### src/rtl/mux_rr_scheduler.sv
// Two-lane buffered round-robin scheduler: per-lane FIFOs feeding
// a registered valid/ready output stage with alternating grants.
module mux_rr_scheduler #(
   parameter int DATA_WIDTH   = 8,
   parameter int FIFO_DEPTH   = 4,
   parameter int AFULL_THRESH = 3
) (
   input  logic                  clk2f,
   input  logic                  reset,
   input  logic [DATA_WIDTH-1:0] data_in_0,
   input  logic                  valid_in_0,
   input  logic [DATA_WIDTH-1:0] data_in_1,
   input  logic                  valid_in_1,
   input  logic                  ready_out,
   output logic [DATA_WIDTH-1:0] data_out,
   output logic                  valid_out,
   output logic                  sel_out,
   output logic                  pause_0,
   output logic                  pause_1,
   output logic                  overflow_0,
   output logic                  overflow_1
);

   localparam int AW = $clog2(FIFO_DEPTH);
   localparam int CW = AW + 1;
   localparam logic [CW-1:0] FULL_CNT  = CW'(FIFO_DEPTH);
   localparam logic [CW-1:0] AFULL_CNT = CW'(AFULL_THRESH);

   logic [DATA_WIDTH-1:0] mem_q [2][FIFO_DEPTH];
   logic [AW-1:0]         wptr_q [2];
   logic [AW-1:0]         wptr_d [2];
   logic [AW-1:0]         rptr_q [2];
   logic [AW-1:0]         rptr_d [2];
   logic [CW-1:0]         count_q [2];
   logic [CW-1:0]         count_d [2];
   logic [1:0]            ovf_q, ovf_d;
   logic [DATA_WIDTH-1:0] data_q, data_d;
   logic                  valid_q, valid_d;
   logic                  sel_q, sel_d;
   logic                  last_q, last_d;

   logic [DATA_WIDTH-1:0] din [2];
   logic [1:0]            vin;
   logic [1:0]            full;
   logic [1:0]            ne;
   logic [1:0]            push;
   logic [1:0]            pop;
   logic                  load;
   logic                  gnt_v;
   logic                  gnt_l;

   assign din[0] = data_in_0;
   assign din[1] = data_in_1;
   assign vin    = {valid_in_1, valid_in_0};

   // Arbitration: alternate on contention, otherwise serve the lone requester
   always_comb begin
      load  = !valid_q || ready_out;
      gnt_v = 1'b0;
      gnt_l = 1'b0;
      for (int n = 0; n < 2; n++) begin
         full[n] = (count_q[n] == FULL_CNT);
         ne[n]   = (count_q[n] != '0);
      end
      if (load) begin
         if (ne[0] && ne[1]) begin
            gnt_v = 1'b1;
            gnt_l = !last_q;
         end else if (ne[0]) begin
            gnt_v = 1'b1;
            gnt_l = 1'b0;
         end else if (ne[1]) begin
            gnt_v = 1'b1;
            gnt_l = 1'b1;
         end
      end
   end

   // FIFO bookkeeping and output-stage next state
   always_comb begin
      data_d  = data_q;
      sel_d   = sel_q;
      valid_d = valid_q;
      last_d  = last_q;
      for (int n = 0; n < 2; n++) begin
         push[n]    = !reset && vin[n] && !full[n];
         pop[n]     = gnt_v && (gnt_l == 1'(n));
         count_d[n] = count_q[n] + CW'(push[n]) - CW'(pop[n]);
         wptr_d[n]  = wptr_q[n] + AW'(push[n]);
         rptr_d[n]  = rptr_q[n] + AW'(pop[n]);
         ovf_d[n]   = ovf_q[n] | (vin[n] & full[n]);
      end
      if (load) begin
         valid_d = gnt_v;
         if (gnt_v) begin
            data_d = mem_q[gnt_l][rptr_q[gnt_l]];
            sel_d  = gnt_l;
            last_d = gnt_l;
         end
      end
   end

   // Lane storage; pointers and counts live in the control register below
   always_ff @(posedge clk2f) begin
      for (int n = 0; n < 2; n++) begin
         if (push[n]) mem_q[n][wptr_q[n]] <= din[n];
      end
   end

   // Control state with synchronous reset overriding all traffic
   always_ff @(posedge clk2f) begin
      if (reset) begin
         for (int n = 0; n < 2; n++) begin
            wptr_q[n]  <= '0;
            rptr_q[n]  <= '0;
            count_q[n] <= '0;
         end
         ovf_q   <= '0;
         data_q  <= '0;
         valid_q <= 1'b0;
         sel_q   <= 1'b0;
         last_q  <= 1'b1;
      end else begin
         for (int n = 0; n < 2; n++) begin
            wptr_q[n]  <= wptr_d[n];
            rptr_q[n]  <= rptr_d[n];
            count_q[n] <= count_d[n];
         end
         ovf_q   <= ovf_d;
         data_q  <= data_d;
         valid_q <= valid_d;
         sel_q   <= sel_d;
         last_q  <= last_d;
      end
   end

   assign data_out   = data_q;
   assign valid_out  = valid_q;
   assign sel_out    = sel_q;
   assign pause_0    = (count_q[0] >= AFULL_CNT);
   assign pause_1    = (count_q[1] >= AFULL_CNT);
   assign overflow_0 = ovf_q[0];
   assign overflow_1 = ovf_q[1];

endmodule

### config.mk
export PLATFORM = sky130hd
export DESIGN_NAME = mux_rr_scheduler
export DESIGN_NICKNAME = d
export VERILOG_FILES = /design/src/rtl/mux_rr_scheduler.sv
export SDC_FILE = /design/constraint.sdc
export NUM_CORES = 1
export LEC_CHECK = 0
export ABC_AREA = 1
export CAP_MARGIN = 10
export CORE_MARGIN = 5
export CORE_UTILIZATION = 55
export DETAILED_ROUTE_END_ITERATION = 10
export PLACE_DENSITY = 0.81
export SLEW_MARGIN = 10
export SYNTH_ARGS = -nofsm -noshare
export SYNTH_HDL_FRONTEND = slang
export SYNTH_SLANG_ARGS = --single-unit
### constraint.sdc
create_clock -name clk2f -period 5.13 [get_ports clk2f]
set_clock_uncertainty 0.05 [all_clocks]
set_input_delay 1.539 -clock clk2f [delete_from_list [all_inputs] [get_ports clk2f]]
set_output_delay 1.539 -clock clk2f [all_outputs]
set_load 0.01 [all_outputs]
* Word level (Yosys, flattened, before mapping)
Memories as Yosys holds them, arrays and structs flattened.
Cells that the tools add are included.
** Word-level totals
- Bits in registers :: 13
- Bits in writable memories :: 78
- Bits of input ports :: 21
- Output and inout bits :: 14
- Logic and storage cells :: 85
- Memories :: 4
** Operators by class
- Add/subtract/negate cells :: 8
- $lt $le $gt $ge :: 7
- Equality and inequality tests :: 2
- Multiplexer cells :: 27
- Bitwise gates (word level) :: 14
- Reductions and logical operators :: 18
** Memories
- mem_q :: words 2, width 32, read ports 1, clocked after memory_dff 0, write ports 2, line 29 : logic [DATA_WIDTH-1:0] mem_q [2][FIFO_DEPTH];
- count_q :: words 2, width 3, read ports 2, clocked after memory_dff 0, write ports 2, line 34 : logic [CW-1:0] count_q [2];
- rptr_q :: words 2, width 2, read ports 3, clocked after memory_dff 0, write ports 2, line 32 : logic [AW-1:0] rptr_q [2];
- wptr_q :: words 2, width 2, read ports 2, clocked after memory_dff 0, write ports 2, line 30 : logic [AW-1:0] wptr_q [2];
** Operators by type and width (count)
- 32-bit two-way mux :: 2
- 8-bit demux with 2-bit select :: 2
- 8-bit two-way mux :: 4
- 8-bit binary-select mux with 2-bit select :: 1
- 1-bit two-way mux :: 12
- 3-bit >= comparator (second input constant) :: 3
- 1-bit logical AND :: 9
- 2-bit NOT with 3-bit output :: 3
- 2-bit by 1-bit adder with 2-bit output :: 4
- 2-bit two-way mux :: 4
- 1-bit OR :: 8
- 3-bit by 1-bit adder with 3-bit output :: 2
- 3-bit == test (second input constant) :: 2
- 3-bit by 2-bit >= comparator with 1-bit output (second input constant) :: 2
- 3-bit by 1-bit < comparator with 1-bit output (second input constant) :: 2
- 3-bit two-way mux :: 2
- 3-bit nonzero test :: 2
- 3-bit by 1-bit subtractor with 3-bit output :: 2
- 1-bit zero test :: 5
- 1-bit AND :: 2
- 2-bit AND reduction :: 1
- 1-bit logical OR :: 1
- 1-bit NOT :: 1

* Logic depth before layout (Yosys ltp)
An unclocked memory read counts as a cell.
- Depth in word-level cells :: 10
- Depth in mapped cells :: 14
- Gate-level depth less buffers :: 12

* Least setup slack after synthesis
OpenSTA, ideal clock, no wires.
- Path type :: input port to flip-flop
- Start :: input ready_out
- End :: memory count_q[0][5] in the netlist's numbering
- Setup time :: 128 ps
- Data arrival time :: 3149 ps
- Required time :: 4952 ps
- Setup slack :: 1804 ps
- Stages :: 11
- Path buffers :: 1
- Path through :: nor2_1 > a21oi_4 > nand2_2 > buf_6 > inv_1 > ha_1 > inv_1 > ha_1 > fa_1 > xnor2_1 > nor2_1
** RTL lines
- start: declaration :: line 14 : input logic ready_out,
- end: declaration :: line 34

==> reports/metrics.csv <==
stage;metric;value;unit
die;die_y;95.10;um
die;fp-row-count;31;
clocking;clk_pin_slew;0.09;ns
power_and_ir_drop;peakVddDrop;0.0002501;V
die;core_area;0.007137;mm2
placement;placed_cells;544;
power_and_ir_drop;power.leakage;1.993;nW
timing;period_share;69.72;%
final_layout;num-fill-cells;558;
global_routing;antenna_found_initial;0;
clocking;worst_skew_pair.late_latency;0.37;ns
power_and_ir_drop;clkPwrFrac;19.3;%
clocking;post-cts-setup-buffers;0;
worst_setup_path;crit_path_start_kind;input port;
final_layout;fin_nets;487;
clocking;cts_root_buf;clkbuf_8;
final_layout;final_cells;560;
power_and_ir_drop;p_int;1.516;mW
worst_setup_path;worst-path-max-fanout;35;
power_and_ir_drop;p_switching;1.083;mW
routing;wl_per_cell;14.96;um
hold_path;hold_path_class;flip-flop to flip-flop;
timing;relSlewSlack;55.74;%
yosys;syn_area_per_cell;9.597;um2
global_routing;gr-total-overflow;0;
placement;gp_congestion;0.8263;
timing;max_slew.worst_pin.slew;0.6616;ns
worst_setup_path;reg2reg_slack;2.50;ns
global_routing;grt_pass1_wl;13.53;mm
final_layout;design_area;0.004649;mm2
yosys;syn_area;0.003983;mm2
global_routing;grtUsageTotal;19.94;%
yosys;yosysWarnings;0;
run;cap_violations;0;
yosys;synth_ff_type;edfxtp_1;
worst_setup_path;cp.required;5.34;ns
yosys;synth_edf_count;64;
power_and_ir_drop;p_per_area;559.1;mW/mm2
timing;period_needed;3.577;ns
power_and_ir_drop;pwr-share-comb;44.7;%
die;die_area;0.009043;mm2
die;ioPinCount;35;
timing;fmax;0.2796;GHz
final_layout;final_util;65.15;%
routing;firstDrtPassIters;5;
routing;vias;2935;
clocking;numCtsBuffers;9;
yosys;synth_seq_cells;91;
worst_setup_path;cp.arrival;3.79;ns
clocking;h-tree-depth;3;
routing;drc;0;
timing;slew_viol_final;0;
placement;dpl_cell_area;0.004443;mm2
die;die_w;95.10;um
final_layout;area_growth_syn_to_layout;16.75;%
placement;post-dp-hpwl;5.893;mm
yosys;ys_types;27;
placement;port_buffers;34;
timing;finalSetupViolations;0;
clocking;cts_tree;done;
timing;grt_setup_unrepaired;false;
clocking;cts_resized;0;
final_layout;drive_gt1_share;8.460;%
power_and_ir_drop;swShare;41.68;%
global_routing;grt_max_degree;38;
global_routing;grt_pass1_vias;2693;
clocking;clock-sinks;91;
clocking;cts.path.max_buffers;2;
yosys;syn_nets;446;
outcome;status;finished clean;
yosys;async_flop_share;0;%
routing;first_iter_violations;405;
worst_setup_path;worstSetupPathType;input port to flip-flop;
routing;ant_nets;0;
routing;drt-total-wl;8.376;mm
yosys;netlist_instances;415;
final_layout;final_common_cell;nand2_1;
timing;hold_violations;0;
final_layout;layout_common_cells;150 x nand2_1, 64 x edfxtp_1, 43 x nand3_1;
clocking;postCtsHoldBufs;0;
worst_setup_path;endpoint_kind;flip-flop;
timing;setup_ws;1.553;ns
timing;tns;0;ns
power_and_ir_drop;seqPwrFrac;36.0;%
die;initial_core_util;55.80;%
routing;vias_per_cell;5.241;
yosys;seq_area_frac_synth;61.83;%
final_layout;antenna_cells;0;
placement;place_ws;1.172;ns
-- flip-flops by register name, summed over array words and instances (netlist names) --
name / flops
mem_q: 64
sel_out: 1
valid_out: 1
count_q: 6
rptr_q: 4
wptr_q: 4
data_out: 8
last_q: 1
ovf_q: 2
-- layer usage --
metal / global-route usage [%] / up-vias / wire length (um)
met2: 30.15 / 118 / 3956
met5: 0 / - / 0
met4: 6.490 / 0 / 133
met1: 28.90 / 1378 / 3785
met3: 4.104 / 13 / 500
li1: - / 1426 / -
-- synth_stat cells (2+ instances only) --
| cell | count | share of area, % |
|---|---|---|
| nand2_1 | 150 | 14 |
| edfxtp_1 | 64 | 48 |
| nand3_1 | 43 | 5.4 |
| inv_1 | 35 | 3.3 |
| nor2_1 | 34 | 3.2 |
| dfxtp_1 | 27 | 14 |
| nor3_1 | 10 | 1.3 |
| ha_1 | 8 | 2.5 |
| clkbuf_1 | 6 | 0.57 |
| nand2_2 | 4 | 0.63 |
| o21ai_0 | 4 | 0.50 |
| xnor2_1 | 4 | 0.88 |
| a21oi_1 | 3 | 0.38 |
| buf_2 | 3 | 0.38 |
| buf_4 | 3 | 0.57 |
| xor2_1 | 3 | 0.66 |
| buf_6 | 2 | 0.57 |
| fa_1 | 2 | 1.0 |
| inv_2 | 2 | 0.19 |
-- logic make-up (layout without fill, tap and decap cells) --
kind of cell / count (synthesis) / count (layout) / share of synthesized area (%)
AO/OA/AOI/OAI: 10 / 10 / 1.917
XOR/XNOR: 7 / 7 / 1.539
adder cells (fa/ha/maj): 10 / 10 / 3.519
buffers and inverters: 52 / 98 / 5.655
flip-flops: 91 / 91 / 61.83
AND/OR/NAND/NOR: 245 / 245 / 25.54
-- worst paths after layout --
kind | startpoint | endpoint | depth (start not counted)
hold / removal | last_q | last_q | 2
setup reg to reg | count_q[0][1] | count_q[0][5] | 11
setup / recovery | ready_out | count_q[0][5] | 12
hold reg to reg | last_q | last_q | 2
-- through the flow --
| stage | hold WS, ns | total power, mW |
|---|---|---|
| finish | 0.4439 | 2.600 |
| global route | 0.4735 | 2.810 |
| CTS | 0.4460 | 2.610 |
| detailed placement | 0.4211 | 2.103 |
| global placement | 0.4303 | 2.071 |
| floorplan | 0.3992 | 1.819 |
-- worst max-delay path, stage by stage --
cell and delay (ns):
clkdlybuf4s50_1 0.40, nor2_1 0.22, a21oi_4 0.04, buf_4 0.25, nand2_2 0.10, inv_1 0.12, ha_1 0.29, inv_1 0.04
ha_1 0.20, fa_1 0.38, xnor2_1 0.15, nor2_1 0.06
-- power by group through the flow --
stage	sequential, mW	combinational (mW)	clock (mW)
final	0.937	1.16	0.502
after CTS	0.937	1.16	0.515
after floorplan	0.957	0.861	0
after global routing	0.948	1.32	0.543
after global placement	0.949	1.12	0
after detailed placement	0.954	1.15	0
-- cell type report --
class / instances / area (um2) / share of cell area, %
flip-flops and latches: 91 / 2462 / 52.96
multi-input cells: 272 / 1295 / 27.85
repair buffers: 45 / 422.9 / 9.096
inverters: 37 / 138.9 / 2.987
clock buffers: 9 / 123.9 / 2.664
well taps: 99 / 123.9 / 2.664
clock inverters: 7 / 82.58 / 1.776
Power figures use the tool's default switching activity.
